--- config.mk ---
export PLATFORM = sky130hd
export DESIGN_NAME = adv7513_video_tgen
export DESIGN_NICKNAME = d
export VERILOG_FILES = /design/src/rtl/adv7513_video_tgen.sv
export SDC_FILE = /design/constraint.sdc
export NUM_CORES = 1
export LEC_CHECK = 0
export ABC_AREA = 1
export BUFFER_PORTS_ARGS = -buffer_cell sky130_fd_sc_hd__buf_2
export CORE_ASPECT_RATIO = 1.4
export CORE_UTILIZATION = 45
export CTS_CLUSTER_DIAMETER = 120
export CTS_CLUSTER_SIZE = 12
export DETAILED_ROUTE_END_ITERATION = 8
export PLACE_DENSITY_LB_ADDON = 0.12
export SYNTH_ARGS = -nofsm -noshare
export SYNTH_HDL_FRONTEND = slang
export SYNTH_SLANG_ARGS = --single-unit
--- constraint.sdc ---
create_clock -name clk -period 1.8 [get_ports clk]
set_input_delay 0.18 -clock clk [delete_from_list [all_inputs] [get_ports clk]]
set_output_delay 0.18 -clock clk [all_outputs]
set_load 0.01 [all_outputs]
--- src/rtl/adv7513_video_tgen.sv ---
// Video timing generator for the ADV7513 HDMI transmitter: raster counters,
// run/stop control, FIFO pop, two-stage aligned sync/DE/data outputs and underflow stats.
`timescale 1ns/1ps
module adv7513_video_tgen #(
  parameter int               PXL_W       = 24,
  parameter int               HVALID_W    = 1280,
  parameter int               HFP_W       = 110,
  parameter int               HSYNC_W     = 40,
  parameter int               HBP_W       = 220,
  parameter int               VVALID_W    = 720,
  parameter int               VFP_W       = 5,
  parameter int               VSYNC_W     = 5,
  parameter int               VBP_W       = 20,
  parameter bit               HS_ACT_HIGH = 1'b0,
  parameter bit               VS_ACT_HIGH = 1'b0,
  parameter logic [PXL_W-1:0] UFLOW_PXL   = '0
) (
  input  logic             clk,
  input  logic             rst_n,
  input  logic             drvr_en,
  input  logic             ff_empty,
  input  logic [PXL_W-1:0] ff_rdata,
  output logic             ff_rd_en,
  input  logic             uflow_clr,
  output logic [PXL_W-1:0] HDMI_TX_D,
  output logic             HDMI_TX_DE,
  output logic             HDMI_TX_HS,
  output logic             HDMI_TX_VS,
  output logic             sof,
  output logic             busy,
  output logic [15:0]      uflow_cnt,
  output logic             uflow_sticky
);

  localparam int HTOTAL   = HFP_W + HSYNC_W + HBP_W + HVALID_W;
  localparam int VTOTAL   = VFP_W + VSYNC_W + VBP_W + VVALID_W;
  localparam int HW       = $clog2(HTOTAL);
  localparam int VW       = $clog2(VTOTAL);
  localparam int H_SYNC_S = HFP_W;
  localparam int H_BP_S   = HFP_W + HSYNC_W;
  localparam int H_VAL_S  = H_BP_S + HBP_W;
  localparam int V_SYNC_S = VFP_W;
  localparam int V_BP_S   = VFP_W + VSYNC_W;
  localparam int V_VAL_S  = V_BP_S + VBP_W;

  typedef enum logic [1:0] {IDLE, RUN, STOP} state_t;

  state_t        state;
  logic [HW-1:0] hcntr;
  logic [VW-1:0] vcntr;
  logic          active, h_end, v_end;
  logic          h_val, v_val, h_sync, v_sync, valid_c;
  logic          de_p1, rd_p1, hs_p1, vs_p1, sof_p1;

  assign active  = (state != IDLE);
  assign h_end   = (hcntr == HW'(HTOTAL - 1));
  assign v_end   = (vcntr == VW'(VTOTAL - 1));
  assign h_val   = (hcntr >= HW'(H_VAL_S));
  assign v_val   = (vcntr >= VW'(V_VAL_S));
  assign h_sync  = (hcntr >= HW'(H_SYNC_S)) && (hcntr < HW'(H_BP_S));
  assign v_sync  = (vcntr >= VW'(V_SYNC_S)) && (vcntr < VW'(V_BP_S));
  assign valid_c = active && h_val && v_val;
  assign ff_rd_en = valid_c && !ff_empty;

  // STOP keeps the raster running so a frame always completes before IDLE.
  always_ff @(posedge clk or negedge rst_n) begin
    if (!rst_n) begin
      state <= IDLE;
      busy  <= 1'b0;
      hcntr <= '0;
      vcntr <= '0;
    end else begin
      if (state == IDLE) begin
        hcntr <= '0;
        vcntr <= '0;
      end else begin
        hcntr <= h_end ? '0 : hcntr + 1'b1;
        if (h_end) vcntr <= v_end ? '0 : vcntr + 1'b1;
      end
      case (state)
        IDLE: if (drvr_en) begin
          state <= RUN;
          busy  <= 1'b1;
        end
        RUN: if (!drvr_en) state <= STOP;
        STOP: begin
          if (drvr_en) state <= RUN;
          else if (h_end && v_end) begin
            state <= IDLE;
            busy  <= 1'b0;
          end
        end
        default: begin
          state <= IDLE;
          busy  <= 1'b0;
        end
      endcase
    end
  end

  // Stage 1 lines up with the FIFO read latency; stage 2 drives the pins.
  always_ff @(posedge clk or negedge rst_n) begin
    if (!rst_n) begin
      de_p1      <= 1'b0;
      rd_p1      <= 1'b0;
      sof_p1     <= 1'b0;
      hs_p1      <= ~HS_ACT_HIGH;
      vs_p1      <= ~VS_ACT_HIGH;
      HDMI_TX_DE <= 1'b0;
      HDMI_TX_HS <= ~HS_ACT_HIGH;
      HDMI_TX_VS <= ~VS_ACT_HIGH;
      HDMI_TX_D  <= '0;
      sof        <= 1'b0;
    end else begin
      de_p1      <= valid_c;
      rd_p1      <= ff_rd_en;
      sof_p1     <= active && (hcntr == '0) && (vcntr == '0);
      hs_p1      <= (active && h_sync) ? HS_ACT_HIGH : ~HS_ACT_HIGH;
      vs_p1      <= (active && v_sync) ? VS_ACT_HIGH : ~VS_ACT_HIGH;
      HDMI_TX_DE <= de_p1;
      HDMI_TX_HS <= hs_p1;
      HDMI_TX_VS <= vs_p1;
      sof        <= sof_p1;
      HDMI_TX_D  <= rd_p1 ? ff_rdata : (de_p1 ? UFLOW_PXL : '0);
    end
  end

  always_ff @(posedge clk or negedge rst_n) begin
    if (!rst_n) begin
      uflow_cnt    <= '0;
      uflow_sticky <= 1'b0;
    end else if (valid_c && ff_empty) begin
      uflow_sticky <= 1'b1;
      if (uflow_clr)               uflow_cnt <= 16'd1;
      else if (uflow_cnt != '1)    uflow_cnt <= uflow_cnt + 16'd1;
    end else if (uflow_clr) begin
      uflow_cnt    <= '0;
      uflow_sticky <= 1'b0;
    end
  end

endmodule

After elaboration in Yosys (flattened, before gate mapping)
Index checks and enable logic that the tools add are counted.
{"block": "word_totals", "mem_bits_rw": 0, "memories": 0, "latchBits": 0, "reg_bits": 74, "input_bits": 29, "output_inout_bits": 47, "mem_bits_ro": 0}
{"block": "classes", "multipliers": 0, "n_mux": 23, "n_addsub": 3, "order_cmp": 6, "eq_ne": 10, "bitwise": 1, "reduce_logical": 22, "shift": 0, "n_div": 0}
{"operator": "$mux W16", "count": 4}
{"operator": "$mux W10", "count": 3}
{"operator": "$mux W24", "count": 1}
{"operator": "$mux W11", "count": 2}
{"operator": "$add A16 B1 Y16 const B", "count": 1}
{"operator": "$ne A16 B16 Y1 const B", "count": 1}
{"operator": "$add A11 B1 Y11 const B", "count": 1}
{"operator": "$eq A11 B11 Y1 const B", "count": 1}
{"operator": "$ge A11 B7 Y1 const B", "count": 1}
{"operator": "$ge A11 B9 Y1 const B", "count": 1}
{"operator": "$logic_and A1 B1 Y1", "count": 11}
{"operator": "$logic_not A11 Y1", "count": 1}
{"operator": "$lt A11 B8 Y1 const B", "count": 1}
{"operator": "$add A10 B1 Y10 const B", "count": 1}
{"operator": "$eq A10 B10 Y1 const B", "count": 1}
{"operator": "$ge A10 B3 Y1 const B", "count": 1}
{"operator": "$ge A10 B5 Y1 const B", "count": 1}
{"operator": "$logic_not A10 Y1", "count": 1}
{"operator": "$lt A10 B4 Y1 const B", "count": 1}
{"operator": "$mux W2", "count": 4}
{"operator": "$ne A2 B2 Y1 const B", "count": 4}
{"operator": "$reduce_bool A2 Y1", "count": 4}
{"operator": "$mux W1", "count": 7}
{"operator": "$pmux W2 S3", "count": 1}
{"operator": "10 further kinds", "count": 10}

Longest topological paths before layout
{"block": "depth", "depth_word": 6, "ltp_mapped": 11, "depth_no_buf": 10}

Worst setup path before layout
OpenSTA, ideal clock, no wires.
{"block": "synth_path", "kind": "register to register", "startpoint": "register uflow_cnt[1]", "endpoint": "register uflow_cnt[7]", "n_path_buf": 1, "stages_incl_launch_ff": 10, "slack_ns": 0.209, "period_less_slack_ns": 1.591, "setup_time_ns": 0.118, "t_arrival_ns": 1.473, "path_cell_list": "dfrtp_1 > ha_1 > nand3_1 > inv_1 > nand3_1 > o21ai_2 > nor2_4 > buf_8 > nand2_2 > nand2_1"}
{"block": "synth_via", "elab_chain_cells": 4, "word_cells_on_any_way": 7, "cone_classes": "add/sub (1); eq/ne (1); mux (3); reduce/logical (2)"}
{"item": "start, declared", "line_no": "31", "text": "output logic [15:0] uflow_cnt,"}
{"item": "start signal, assigned", "line_no": "135", "text": "else if (uflow_cnt != '1) uflow_cnt <= uflow_cnt + 16'd1;"}
{"item": "$add A16 B1 Y16", "line_no": "135"}
{"item": "$mux W16", "line_no": "135"}
{"item": "$mux W16", "line_no": "134", "text": "if (uflow_clr) uflow_cnt <= 16'd1;"}
{"item": "$mux W16", "line_no": "132", "text": "end else if (valid_c && ff_empty) begin"}
Parallel ways exist; a longest one is shown, timed or not. The select of a mux whose other input is x is not followed.
A chain may end at the register's enable or synchronous reset.

Worst setup path in the final report
{"block": "layout_path", "startpoint": "register hcntr[3]", "endpoint": "register uflow_cnt[10]"}
{"block": "layout_via", "elab_chain_cells": 6, "word_cells_on_any_way": 7, "cone_classes": "order compare (1); mux (1); reduce/logical (5)"}
{"item": "start, declared", "line_no": "49", "text": "logic [HW-1:0] hcntr;"}
{"item": "start signal, assigned", "line_no": "77", "text": "hcntr <= h_end ? '0 : hcntr + 1'b1;"}
{"item": "$ge A11 B9 Y1 (*)", "line_no": "58", "text": "assign h_val = (hcntr >= HW'(H_VAL_S));"}
{"item": "$logic_and A1 B1 Y1 (*) (2 in series)", "line_no": "62", "text": "assign valid_c = active && h_val && v_val;"}
{"item": "$logic_and A1 B1 Y1 (*)", "line_no": "132"}
{"item": "$reduce_bool A2 Y1 (no source line)"}
{"item": "$reduce_and A2 Y1 (no source line)"}
Every way passes the cells marked *; elsewhere a longest branch is shown, timed or not.

==> impl_metrics.tcl <==
set metrics [dict create \
    crit_family "simple AND/OR/NAND/NOR gates" \
    gp_congestion 0.832 \
    synth_area_mm2 0.00375 \
    ys_types 39 \
    leakagePower_nw 2.76 \
    cts_tree "yes" \
    clk_pin_slew_worst_paths_ps 70 \
    reg2reg_from "hcntr[3]$_DFF_PN0_" \
    crit_required_ps 2080 \
    hold_depth 3 \
    power_switching_mw 0.968 \
    final_cells 672 \
    drc 0 \
    whs_ps 24.0 \
    cts_root_buffer "clkbuf_16" \
    io_buffer_count 75 \
    num_vias 3347 \
    first_iter_violations 234 \
    cap_violations 0 \
    grt-ovfl-total 0 \
    cpMostUsedCell "nand2_1" \
    layout-drive-gt1-share 0.305 \
    synth_seq_area_share 0.495 \
    viasPerCell 4.98 \
    cts-buffers-inserted 9 \
    clock_sinks 74 \
    timing.fmax_mhz 555 \
    netlist_instances 450 \
    post_drt_wl_per_cell_um 13.5 \
    power.share.combinational 0.079 \
    crit_type "reg -> reg" \
    pwr-share-clk 0.476 \
    top_layer_used "met4" \
    crit_buf_inv 5 \
    clock_path_buffers 2 \
    ys.flop_type "dfrtp_1" \
    ios 76 \
    grt_pass1_vias 3056 \
    crit_path_end "uflow_cnt[10]$_DFFE_PN0P_" \
    cpMaxStageDelayCell "dfrtp_1" \
    slew_viol_final 0 \
    n_antenna_cell 0 \
    fin_util 0.609 \
    rsz0062_at_grt "yes" \
    final_period_minus_worst_setup_slack_ps 1800 \
    path_depth 12 \
    reg2reg_slack_ps -3 \
    ys_ff_latch 74 \
    die_w_um 79.1 \
    dpl.hpwl_mm 5.91 \
    clock_skew_ps 8.64 \
    met3_length_um 375 \
    worst_pin_slew_ps 752 \
    crit_chain "inv_2 > nand2_1 > inv_1 > nand3_1 > nand3_2 > buf_4 > buf_8 > nand3_4 > nor2_4 > clkbuf_16 > nand2_1 > nand2_1" \
    syn_nets 489 \
    switching_share 0.249 \
    design.die.area_mm2 0.00870 \
    intPower_mw 2.92 \
    antenna_found_initial 0 \
    dpl.cell_count 635 \
    period_share 1.00 \
    detail-route-antenna-nets 0 \
    crit_fanout 7 \
    hold_viol 0 \
    power_density_mw_per_mm2 788 \
    max_slew_margin 0.499 \
    rows 39 \
    nets 604 \
    wl_met2_mm 4.74 \
    start_kind "flop" \
    worst_r2r_path_depth 12 \
    status "complete, but fails checks" \
    synthToLayoutAreaGrowth_pct 31.5 \
    ys_async_sr_fraction 1.00 \
    syn_avg_cell_area_um2 8.33 \
    wirelength_mm 9.05 \
    crit_start "hcntr[3]$_DFF_PN0_" \
    r2r_end "uflow_cnt[10]$_DFFE_PN0P_" \
    grt_start_max_net_pins 75 \
    htree_levels 3 \
    seqPwrFrac 0.444 \
    ir_drop_mv 0.551 \
    violations "negative setup slack" \
    start_util 0.463 \
    grtUsageTotal 0.209 \
    arrival_ps 2080 \
    crit_path_max_incr_delay_ps 390 \
    synth_edf_count 0 \
    wl_met1_mm 3.64 \
    endpoint_kind "flop" \
    finalWorstSetupSlack_ps -2.70 \
    detail_route.first_pass.iterations 4 \
    yosysWarnings 0 \
    die_y_um 110 \
    min_from "ff_rdata[10]" \
    clkLatencyLatePin_ps 340 \
    hp-class "in -> reg" \
    core_mm2 0.00810 \
    grt_pass1_wl_mm 13.8 \
    setup_violations 1 \
]
layout by cell type, fill, tap and decap left out, types with 5 or more instances in the layout:
| cell type | count |
|---|---|
| a21oi_1 | 9 |
| buf_2 | 75 |
| buf_4 | 29 |
| clkbuf_16 | 10 |
| dfrtp_1 | 68 |
| ha_1 | 10 |
| inv_1 | 66 |
| inv_2 | 7 |
| nand2_1 | 104 |
| nand2_2 | 13 |
| nand3_1 | 39 |
| nand4_1 | 8 |
| nor2_1 | 37 |
| nor3_1 | 12 |
| o21ai_0 | 10 |
| xnor2_1 | 5 |
| xor2_1 | 11 |
cell usage after synthesis (2+ instances only):
cell type  instances  area share
nor3_1            14       0.019
nand3_1           40       0.053
nor4_1             3      0.0050
nand3_2            2      0.0053
o211ai_1           2      0.0040
dfstp_2            4       0.028
nand2_1          106        0.11
nor2_2             4      0.0067
nand2_2           12       0.020
inv_2              4      0.0040
nor2_4             3      0.0090
inv_1             70       0.070
xnor2_1            5       0.012
buf_2              2      0.0027
xor2_1            11       0.026
ha_1              10       0.033
dfrtp_1           70        0.47
a21oi_1            9       0.012
o21ai_0           11       0.015
nand3b_1           2      0.0040
clkbuf_1           3      0.0030
nand4_1            8       0.013
nor2_1            37       0.037
o21bai_1           3      0.0060
worst min path at each step:
| stage | end | slack, ps |
|---|---|---|
| 4_1_cts | HDMI_TX_D[10]$_DFF_PN0_ | 20 |
| 2_1_floorplan | HDMI_TX_DE$_DFF_PN0_ | -120 |
| 3_3_place_gp | HDMI_TX_D[19]$_DFF_PN0_ | 240 |
| 6_report | HDMI_TX_D[10]$_DFF_PN0_ | 20 |
| 3_5_place_dp | HDMI_TX_D[13]$_DFF_PN0_ | 240 |
| 5_1_grt | HDMI_TX_D[18]$_DFF_PN0_ | 20 |
logic make-up (layout without fill, tap and decap cells):
group                    Yosys count  count (layout)  share of synthesized area
adder cells (fa/ha/maj)           10              10                     0.0334
AO/OA/AOI/OAI                     33              33                     0.0531
buffers and inverters             82             200                     0.0868
AND/OR/NAND/NOR                  235             237                      0.294
flip-flops                        74              74                      0.495
XOR/XNOR                          16              16                     0.0374
cell type report:
class                   count  area [µm²]
clock buffers               9         225
clock inverters             7        82.6
fillers                   735        3170
inverters                  74         280
multi-input cells         296        1650
flip-flops and latches     74        1860
well taps                 102         128
repair buffers            110         703
metrics by stage:
step           setup slack, ps  TNS [ps]  area [µm²]  power, mW
2_1_floorplan              209         0        3750       1.89
3_3_place_gp              87.1         0        4340       2.03
3_5_place_dp              68.9         0        4340       2.03
4_1_cts                  -23.9     -23.9        4700       3.91
5_1_grt                   -124     -1770        4930       4.04
6_report                 -2.70     -2.70        4930       3.89
sequential cells by signal (all words and copies together) (netlist names), 2 cells and up:
name / flops
HDMI_TX_D: 24
vcntr: 10
hcntr: 11
uflow_cnt: 16
state: 2
per-layer routing:
metal,up-vias,track usage
met2,87,0.367
li1,1658,-
met4,0,0.114
met3,22,0.0486
met1,1580,0.231
met5,-,0
worst register-to-register path: stages (launching register included):
cell       delay, ps
dfrtp_1          390
inv_2            100
nand2_1          130
inv_1            100
nand3_1           90
nand3_2           90
buf_4            120
buf_8            130
nand3_4           80
nor2_4           210
clkbuf_16        190
nand2_1           50
nand2_1           60
repair_timing:
item                                    CTS  global route
cloned                                    0             3
resized for setup                         6            17
pin swaps                                 1             9
hold buffers                              1             0
endpoints found under the setup margin    1            22
hold endpoints to repair                 70             0
setup buffers                             5            12
power by group through the flow:
stage / Clock, mW / Sequential [mW] / Combinational (mW)
finish: 1.85 / 1.73 / 0.307
global route: 1.97 / 1.73 / 0.346
CTS: 1.90 / 1.73 / 0.288
detailed placement: 0 / 1.76 / 0.277
global placement: 0 / 1.76 / 0.276
floorplan: 0 / 1.76 / 0.134
No activity file was read; power rests on OpenSTA's default activity.
